===== src/rtl/mpu_ctrl_pkg.sv =====
// Shared encodings for the 6502 clock generator / bus-cycle monitor.
package mpu_ctrl_pkg;

  typedef enum logic [1:0] {
    MODE_HALT  = 2'b00,
    MODE_RUN   = 2'b01,
    MODE_STEP  = 2'b10,
    MODE_BURST = 2'b11
  } mode_e;

  typedef enum logic [1:0] {
    ST_IDLE = 2'b00,
    ST_LOW  = 2'b01,
    ST_HIGH = 2'b10
  } state_e;

  localparam int unsigned CYCLE_CNT_W = 32;

endpackage


===== src/rtl/mpu_phase_timer.sv =====
// Loadable phase down-counter; done_o is high in the clk where the loaded
// number of clks has elapsed, so one instance times both mpu_clk phases.
module mpu_phase_timer #(
  parameter int unsigned DIV_W = 16
) (
  input  logic             clk,
  input  logic             rst_n,
  input  logic             load_i,
  input  logic [DIV_W-1:0] load_val_i,
  output logic             done_o
);

  logic [DIV_W-1:0] cnt_q, cnt_d;
  logic             done_q, done_d;

  always_comb begin
    cnt_d = cnt_q;
    if (load_i) begin
      cnt_d = load_val_i;
    end else if (cnt_q > DIV_W'(1)) begin
      cnt_d = cnt_q - DIV_W'(1);
    end
    done_d = (cnt_d == DIV_W'(1));
  end

  always_ff @(posedge clk or negedge rst_n) begin
    if (!rst_n) begin
      cnt_q  <= '0;
      done_q <= 1'b0;
    end else begin
      cnt_q  <= cnt_d;
      done_q <= done_d;
    end
  end

  assign done_o = done_q;

endmodule


===== src/rtl/mpu_clock_ctrl.sv =====
// 6502 phi0 generator with halt/run/step/burst modes and per-cycle bus trace.
// Define MPU_CYCLE_COUNT_EN to build the completed-cycle counter.
module mpu_clock_ctrl
  import mpu_ctrl_pkg::*;
#(
  parameter int unsigned DIV_W   = 16,
  parameter int unsigned BURST_W = 8,
  parameter int unsigned ADDR_W  = 16,
  parameter int unsigned DATA_W  = 8
) (
  input  logic                   clk,
  input  logic                   rst_n,
  input  logic [1:0]             mode_i,
  input  logic [DIV_W-1:0]       half_period_i,
  input  logic                   step_pulse_i,
  input  logic [BURST_W-1:0]     burst_len_i,
  input  logic [ADDR_W-1:0]      addr_bus_i,
  input  logic [DATA_W-1:0]      data_bus_in_i,
  output logic                   mpu_clk_o,
  output logic                   phi_rise_o,
  output logic                   phi_fall_o,
  output logic                   busy_o,
  output logic                   snap_valid_o,
  output logic [ADDR_W-1:0]      snap_addr_o,
  output logic [DATA_W-1:0]      snap_data_o,
  output logic [CYCLE_CNT_W-1:0] cycle_count_o
);

  state_e             state_q, state_d;
  mode_e              mode_w, mode_q, mode_d;
  logic [BURST_W-1:0] rem_q, rem_d;
  logic [DIV_W-1:0]   h_q, h_d, h_new, load_val;
  logic               load, done, start;
  logic               clk_q, clk_d, rise_q, rise_d, fall_q, fall_d;
  logic               busy_q, busy_d, sv_q, sv_d;
  logic [ADDR_W-1:0]  snap_addr_q, snap_addr_d;
  logic [DATA_W-1:0]  snap_data_q, snap_data_d;

  assign mode_w = mode_e'(mode_i);
  assign h_new  = (half_period_i == '0) ? DIV_W'(1) : half_period_i;

  mpu_phase_timer #(.DIV_W(DIV_W)) u_timer (
    .clk        (clk),
    .rst_n      (rst_n),
    .load_i     (load),
    .load_val_i (load_val),
    .done_o     (done)
  );

  // Cycle sequencing; the end-of-cycle decision is folded into the falling-edge clk.
  always_comb begin
    state_d     = state_q;
    mode_d      = mode_q;
    rem_d       = rem_q;
    h_d         = h_q;
    load        = 1'b0;
    load_val    = h_q;
    start       = 1'b0;
    clk_d       = clk_q;
    rise_d      = 1'b0;
    fall_d      = 1'b0;
    sv_d        = 1'b0;
    snap_addr_d = snap_addr_q;
    snap_data_d = snap_data_q;

    case (state_q)
      ST_IDLE: begin
        clk_d = 1'b0;
        if (mode_w == MODE_RUN) begin
          start = 1'b1;
        end else if (mode_w == MODE_STEP && step_pulse_i) begin
          start = 1'b1;
          rem_d = BURST_W'(1);
        end else if (mode_w == MODE_BURST && step_pulse_i && burst_len_i != '0) begin
          start = 1'b1;
          rem_d = burst_len_i;
        end
      end
      ST_LOW: begin
        if (done) begin
          clk_d    = 1'b1;
          rise_d   = 1'b1;
          state_d  = ST_HIGH;
          load     = 1'b1;
          load_val = h_q;
        end
      end
      ST_HIGH: begin
        if (done) begin
          clk_d       = 1'b0;
          fall_d      = 1'b1;
          sv_d        = 1'b1;
          snap_addr_d = addr_bus_i;
          snap_data_d = data_bus_in_i;
          if (mode_q == MODE_RUN) begin
            start = (mode_w == MODE_RUN);
          end else begin
            // Leaving BURST, or a finished count, drops whatever remains.
            start = (mode_w == MODE_BURST) && (mode_q == MODE_BURST) && (rem_q > BURST_W'(1));
            rem_d = start ? rem_q - BURST_W'(1) : '0;
          end
          if (!start) begin
            state_d = ST_IDLE;
          end
        end
      end
      default: state_d = ST_IDLE;
    endcase

    if (start) begin
      state_d  = ST_LOW;
      load     = 1'b1;
      load_val = h_new;
      h_d      = h_new;
      mode_d   = mode_w;
    end

    busy_d = (state_q != ST_IDLE) && (state_d != ST_IDLE);
  end

  always_ff @(posedge clk or negedge rst_n) begin
    if (!rst_n) begin
      state_q     <= ST_IDLE;
      mode_q      <= MODE_HALT;
      rem_q       <= '0;
      h_q         <= DIV_W'(1);
      clk_q       <= 1'b0;
      rise_q      <= 1'b0;
      fall_q      <= 1'b0;
      busy_q      <= 1'b0;
      sv_q        <= 1'b0;
      snap_addr_q <= '0;
      snap_data_q <= '0;
    end else begin
      state_q     <= state_d;
      mode_q      <= mode_d;
      rem_q       <= rem_d;
      h_q         <= h_d;
      clk_q       <= clk_d;
      rise_q      <= rise_d;
      fall_q      <= fall_d;
      busy_q      <= busy_d;
      sv_q        <= sv_d;
      snap_addr_q <= snap_addr_d;
      snap_data_q <= snap_data_d;
    end
  end

  assign mpu_clk_o    = clk_q;
  assign phi_rise_o   = rise_q;
  assign phi_fall_o   = fall_q;
  assign busy_o       = busy_q;
  assign snap_valid_o = sv_q;
  assign snap_addr_o  = snap_addr_q;
  assign snap_data_o  = snap_data_q;

`ifdef MPU_CYCLE_COUNT_EN
  logic [CYCLE_CNT_W-1:0] cc_q;

  always_ff @(posedge clk or negedge rst_n) begin
    if (!rst_n) begin
      cc_q <= '0;
    end else if (fall_d) begin
      cc_q <= cc_q + CYCLE_CNT_W'(1);
    end
  end

  assign cycle_count_o = cc_q;
`else
  assign cycle_count_o = CYCLE_CNT_W'(0);
`endif

endmodule


===== config.mk =====
export PLATFORM = sky130hd
export DESIGN_NAME = mpu_clock_ctrl
export DESIGN_NICKNAME = d
export VERILOG_FILES = /design/src/rtl/mpu_ctrl_pkg.sv /design/src/rtl/mpu_phase_timer.sv /design/src/rtl/mpu_clock_ctrl.sv
export SDC_FILE = /design/constraint.sdc
export NUM_CORES = 1
export LEC_CHECK = 0
export CORE_AREA = 2 2 78 110
export CTS_CLUSTER_SIZE = 10
export DETAILED_ROUTE_END_ITERATION = 8
export DIE_AREA = 0 0 80 112
export PLACE_DENSITY = 0.91
export SYNTH_ARGS = -nofsm -noshare
export SYNTH_HDL_FRONTEND = slang
export SYNTH_SLANG_ARGS = --single-unit
export TNS_END_PERCENT = 100

===== constraint.sdc =====
create_clock -name clk -period 6.5 [get_ports clk]
set_clock_uncertainty 0.1 [all_clocks]
set_input_delay 0.975 -clock clk [delete_from_list [all_inputs] [get_ports clk]]
set_output_delay 0.975 -clock clk [all_outputs]
set_load 0.005 [all_outputs]

==> impl_results.md <==
* Synth Area per Inst at about 8.8 um^2
* Comb pwr share at under 10%
* Min-Delay Endpoint: snap_data_o[4]
* Total CTS buffers at 9
* Buffers added on ports at 81
* Die X at 80 um
* Clock root buffer: clkbuf_16
* Sequential cell area at around 0.0018 mm^2
* Fin Setup TNS at 0 ns
* Total Wirelength at approximately 10000 um
* Initial drt markers at around 260
* Top_reg_cell synth: dfrtp_1
* CTS tree: yes
* Multi-input gate area at 0.001852 mm^2
* Top cell type's share of synthesized area at between 40% and 50%
* Hold_buf cts at 0
* Min Hold Slack at ~0.37 ns
* Area growth, synth to finish at 28.02%
* Diode count at 0
* Status: finished clean
* Int Pwr at approximately 0.00084 W
* Final slew viol count at 0
* P_leak at 2.241 nW
* Crit path max-delay family: compound AO/OA/AOI/OAI gates
* CP arrival at between 4 and 5 ns
* Worst path cell trace: nor2b_1 > nand2_1 > clkinv_1 > nand2_1 > o311a_1 > mux2i_1 > a211oi_1 > nand4b_1 > a2111oi_2
* Slowest stage cell, crit path: clkinv_1
* CP max FO at 27
* Hold Vio Cnt, Final at 0
* Reg2reg end: u_timer.done_o
* Biggest area consumer among synthesized cells: dfrtp_1
* Post-synth EDFFs at 0
* Largest net degree at the start of global routing at 74
* Layout Nets at 583
* Residual DRC at 0
* Worst R2R Path Depth at 9
* CP Data Required Time at around 6.6 ns
* Critical setup path kind: flip-flop to flip-flop
* DR pass1 iterations at 6
* Total power at 0.001043 W
* Wire per inst at about 16 um
* Seq pwr share at around 44%
* Initial antenna violation count at 0
* Post_cts resized at 0
* GRT overflow at 0
* Chip height at ~110 um
* Die ar. at 0.008960 mm^2
* Worst hold path class: flip-flop to flip-flop
* VDD IR-drop max at 0.0001720 V
* Num ports at around 110
* Post-Syn Area at ~0.004 mm^2
* Period utilization at slightly above 70%
* #FFs+latches synth at 73
* RD Place Congestion at a little over 1
* Yosys cell types at 56
* DP HPWL at 7509 um
* Hold Crit Depth at 2
* Tot GR Track Use at between 20% and 30%
* Yosys warning count at 0
* Worst R2R Start: state_q[1]
* Synth cell count leaders: 133 x nand2_1, 72 x dfrtp_1, 33 x buf_4, 26 x o21ai_0, 21 x nor2_1
* Vias per Instance at 5.540
* Startpoint types: flip-flop
* Min-delay src: snap_data_o[4]
* Core Box Area at between 0.008 and 0.009 mm^2
* Worst-Margin Slew at about 0.94 ns
* Asr flop ratio synth at 100.0%
* Clock slew at reported path FFs at approximately 0.050 ns
* Row Count at 39
* Worst setup EP type: flip-flop
* FF-to-FF setup slack at 1.85 ns
* Post-route setup slack at approximately 1.9 ns
* Seq/Total Area, Yosys at roughly 47%
* Period minus WS final at 4.645 ns
* CTS max path bufs at 2
* Clock network fraction of total power at 50.9%
* Worst-skew pair later-pin latency at about 0.33 ns
* Power per cell area at between 200 and 250 mW/mm^2
* Syn Inst Count at between 400 and 500
* Sw frac at around 19%
* Most frequent cell after synthesis: nand2_1
* Number of setup buffers added after CTS at 0
* H-tree depth at 3
* First-pass GRT wire length at about 17000 um
* Top post-synthesis cells by area: dfrtp_1 46%, nand2_1 13%, buf_4 6.3%
* Place WS at 1.932 ns
* Relative slew slack at between 30% and 40%
* Crit path buf inv count at 1
* Initial Utilization at around half
* Final Setup Violations at 0
* Max incr delay on CP at roughly 0.9 ns
* Sinks on Clock Net at 73
* Most used cell, CP: nand2_1
* Switching power at just over 0.0002 W
* Total number of vias at 3507
* Max-Cap Viols at 0
* Unrepaired setup endpoints after global routing: false
* Number of global-route vias before repair at ~3600
* Share of cells above drive strength 1 at under 10%
* Fmax at 215.3 MHz
* Post-route ant nets at 0
* Fillers at between 600 and 700
-- state kept, by name (all words and copies together) (netlist names), 2 cells and up --
register	cells
rem_q	8
u_timer.cnt_q	16
snap_addr_o	16
state_q	2
mode_q	2
h_q	16
snap_data_o	8
-- cell type report --
type	instances	area share, %
Clock inverter	5	1.546
Clock buffer	11	5.036
Inverter	16	1.197
Sequential cell	73	36.42
Tap cell	102	2.543
Timing Repair Buffer	83	16.36
Multi-Input combinational cell	343	36.90
-- metal layers --
layer	global-route usage, %	vias up	part of all wire [%]
met1	26.34	1684	37
met3	4.943	26	5.4
met4	11.86	0	3.2
met5	0	-	0
met2	43.39	153	54
li1	-	1644	-
-- per-stage QoR --
stage / area (um^2) / cells / util [%]
2_1_floorplan: 4036 / 478 / -
3_3_place_gp: 4688 / 617 / 58.58
3_5_place_dp: 4688 / 617 / 58.58
4_1_cts: 5019 / 633 / 62.71
5_1_grt: 5019 / 633 / 62.71
6_report: 5019 / 633 / 62.71
-- placed cells by master (no fill, tap or decap), types with 3 or more instances in the layout --
cell             count
o21ai_0             26
mux2i_1              3
dfrtp_1             72
clkbuf_16            9
nand2_1            133
or3_1                3
nor3_1              12
a211oi_1             5
o31ai_1              7
nor2_1              21
xnor2_1              4
inv_1               14
nor2b_1              3
o211ai_1             4
nor4_1               5
conb_1              32
ha_1                 4
nand4_1              5
clkdlybuf4s50_1     80
a21o_1               4
a21oi_1              8
a32o_1               5
nand2b_1             4
a22o_1               8
nand3_1              4
and2_1               4
xor2_1               3
or4_1                4
-- cells by family after synthesis --
| group | count (synthesis) | synth area share (%) |
|---|---|---|
| XOR/XNOR | 7 | 1.564 |
| buffers and inverters | 62 | 9.097 |
| AO/OA/AOI/OAI | 85 | 16.18 |
| multiplexers | 4 | 1.053 |
| adder cells (fa/ha/maj) | 4 | 1.277 |
| flip-flops | 73 | 46.63 |
| other | 1 | 0.09566 |
| AND/OR/NAND/NOR | 211 | 24.10 |
-- worst max-delay path by stage --
stage,cells past startpoint,from,end,slack [ns]
global route,9,state_q[1],u_timer.done_o,1.42
detailed placement,9,state_q[1],u_timer.done_o,1.93
floorplan,7,burst_len_i[0],u_timer.done_o,3.03
finish,9,state_q[1],u_timer.done_o,1.85
global placement,9,state_q[1],u_timer.done_o,2.12
CTS,9,state_q[1],u_timer.done_o,1.82
-- power by group through the flow --
| stage | clock network, W | registers (W) | logic [W] |
|---|---|---|---|
| after detailed placement | 0 | 0.000463 | 0.0000562 |
| after CTS | 0.000537 | 0.000455 | 0.0000568 |
| after floorplan | 0 | 0.000463 | 0.0000246 |
| final | 0.000531 | 0.000455 | 0.0000570 |
| after global placement | 0 | 0.000463 | 0.0000561 |
| after global routing | 0.000556 | 0.000454 | 0.0000624 |
-- worst register-to-register path: stages (launching register included) --
cell       delay, ns
dfrtp_1         0.43
nor2b_1         0.18
nand2_1         0.70
clkinv_1        0.90
nand2_1         0.38
o311a_1         0.83
mux2i_1         0.24
a211oi_1        0.25
nand4b_1        0.16
a2111oi_2       0.36
(Power assumes the default switching activity.)
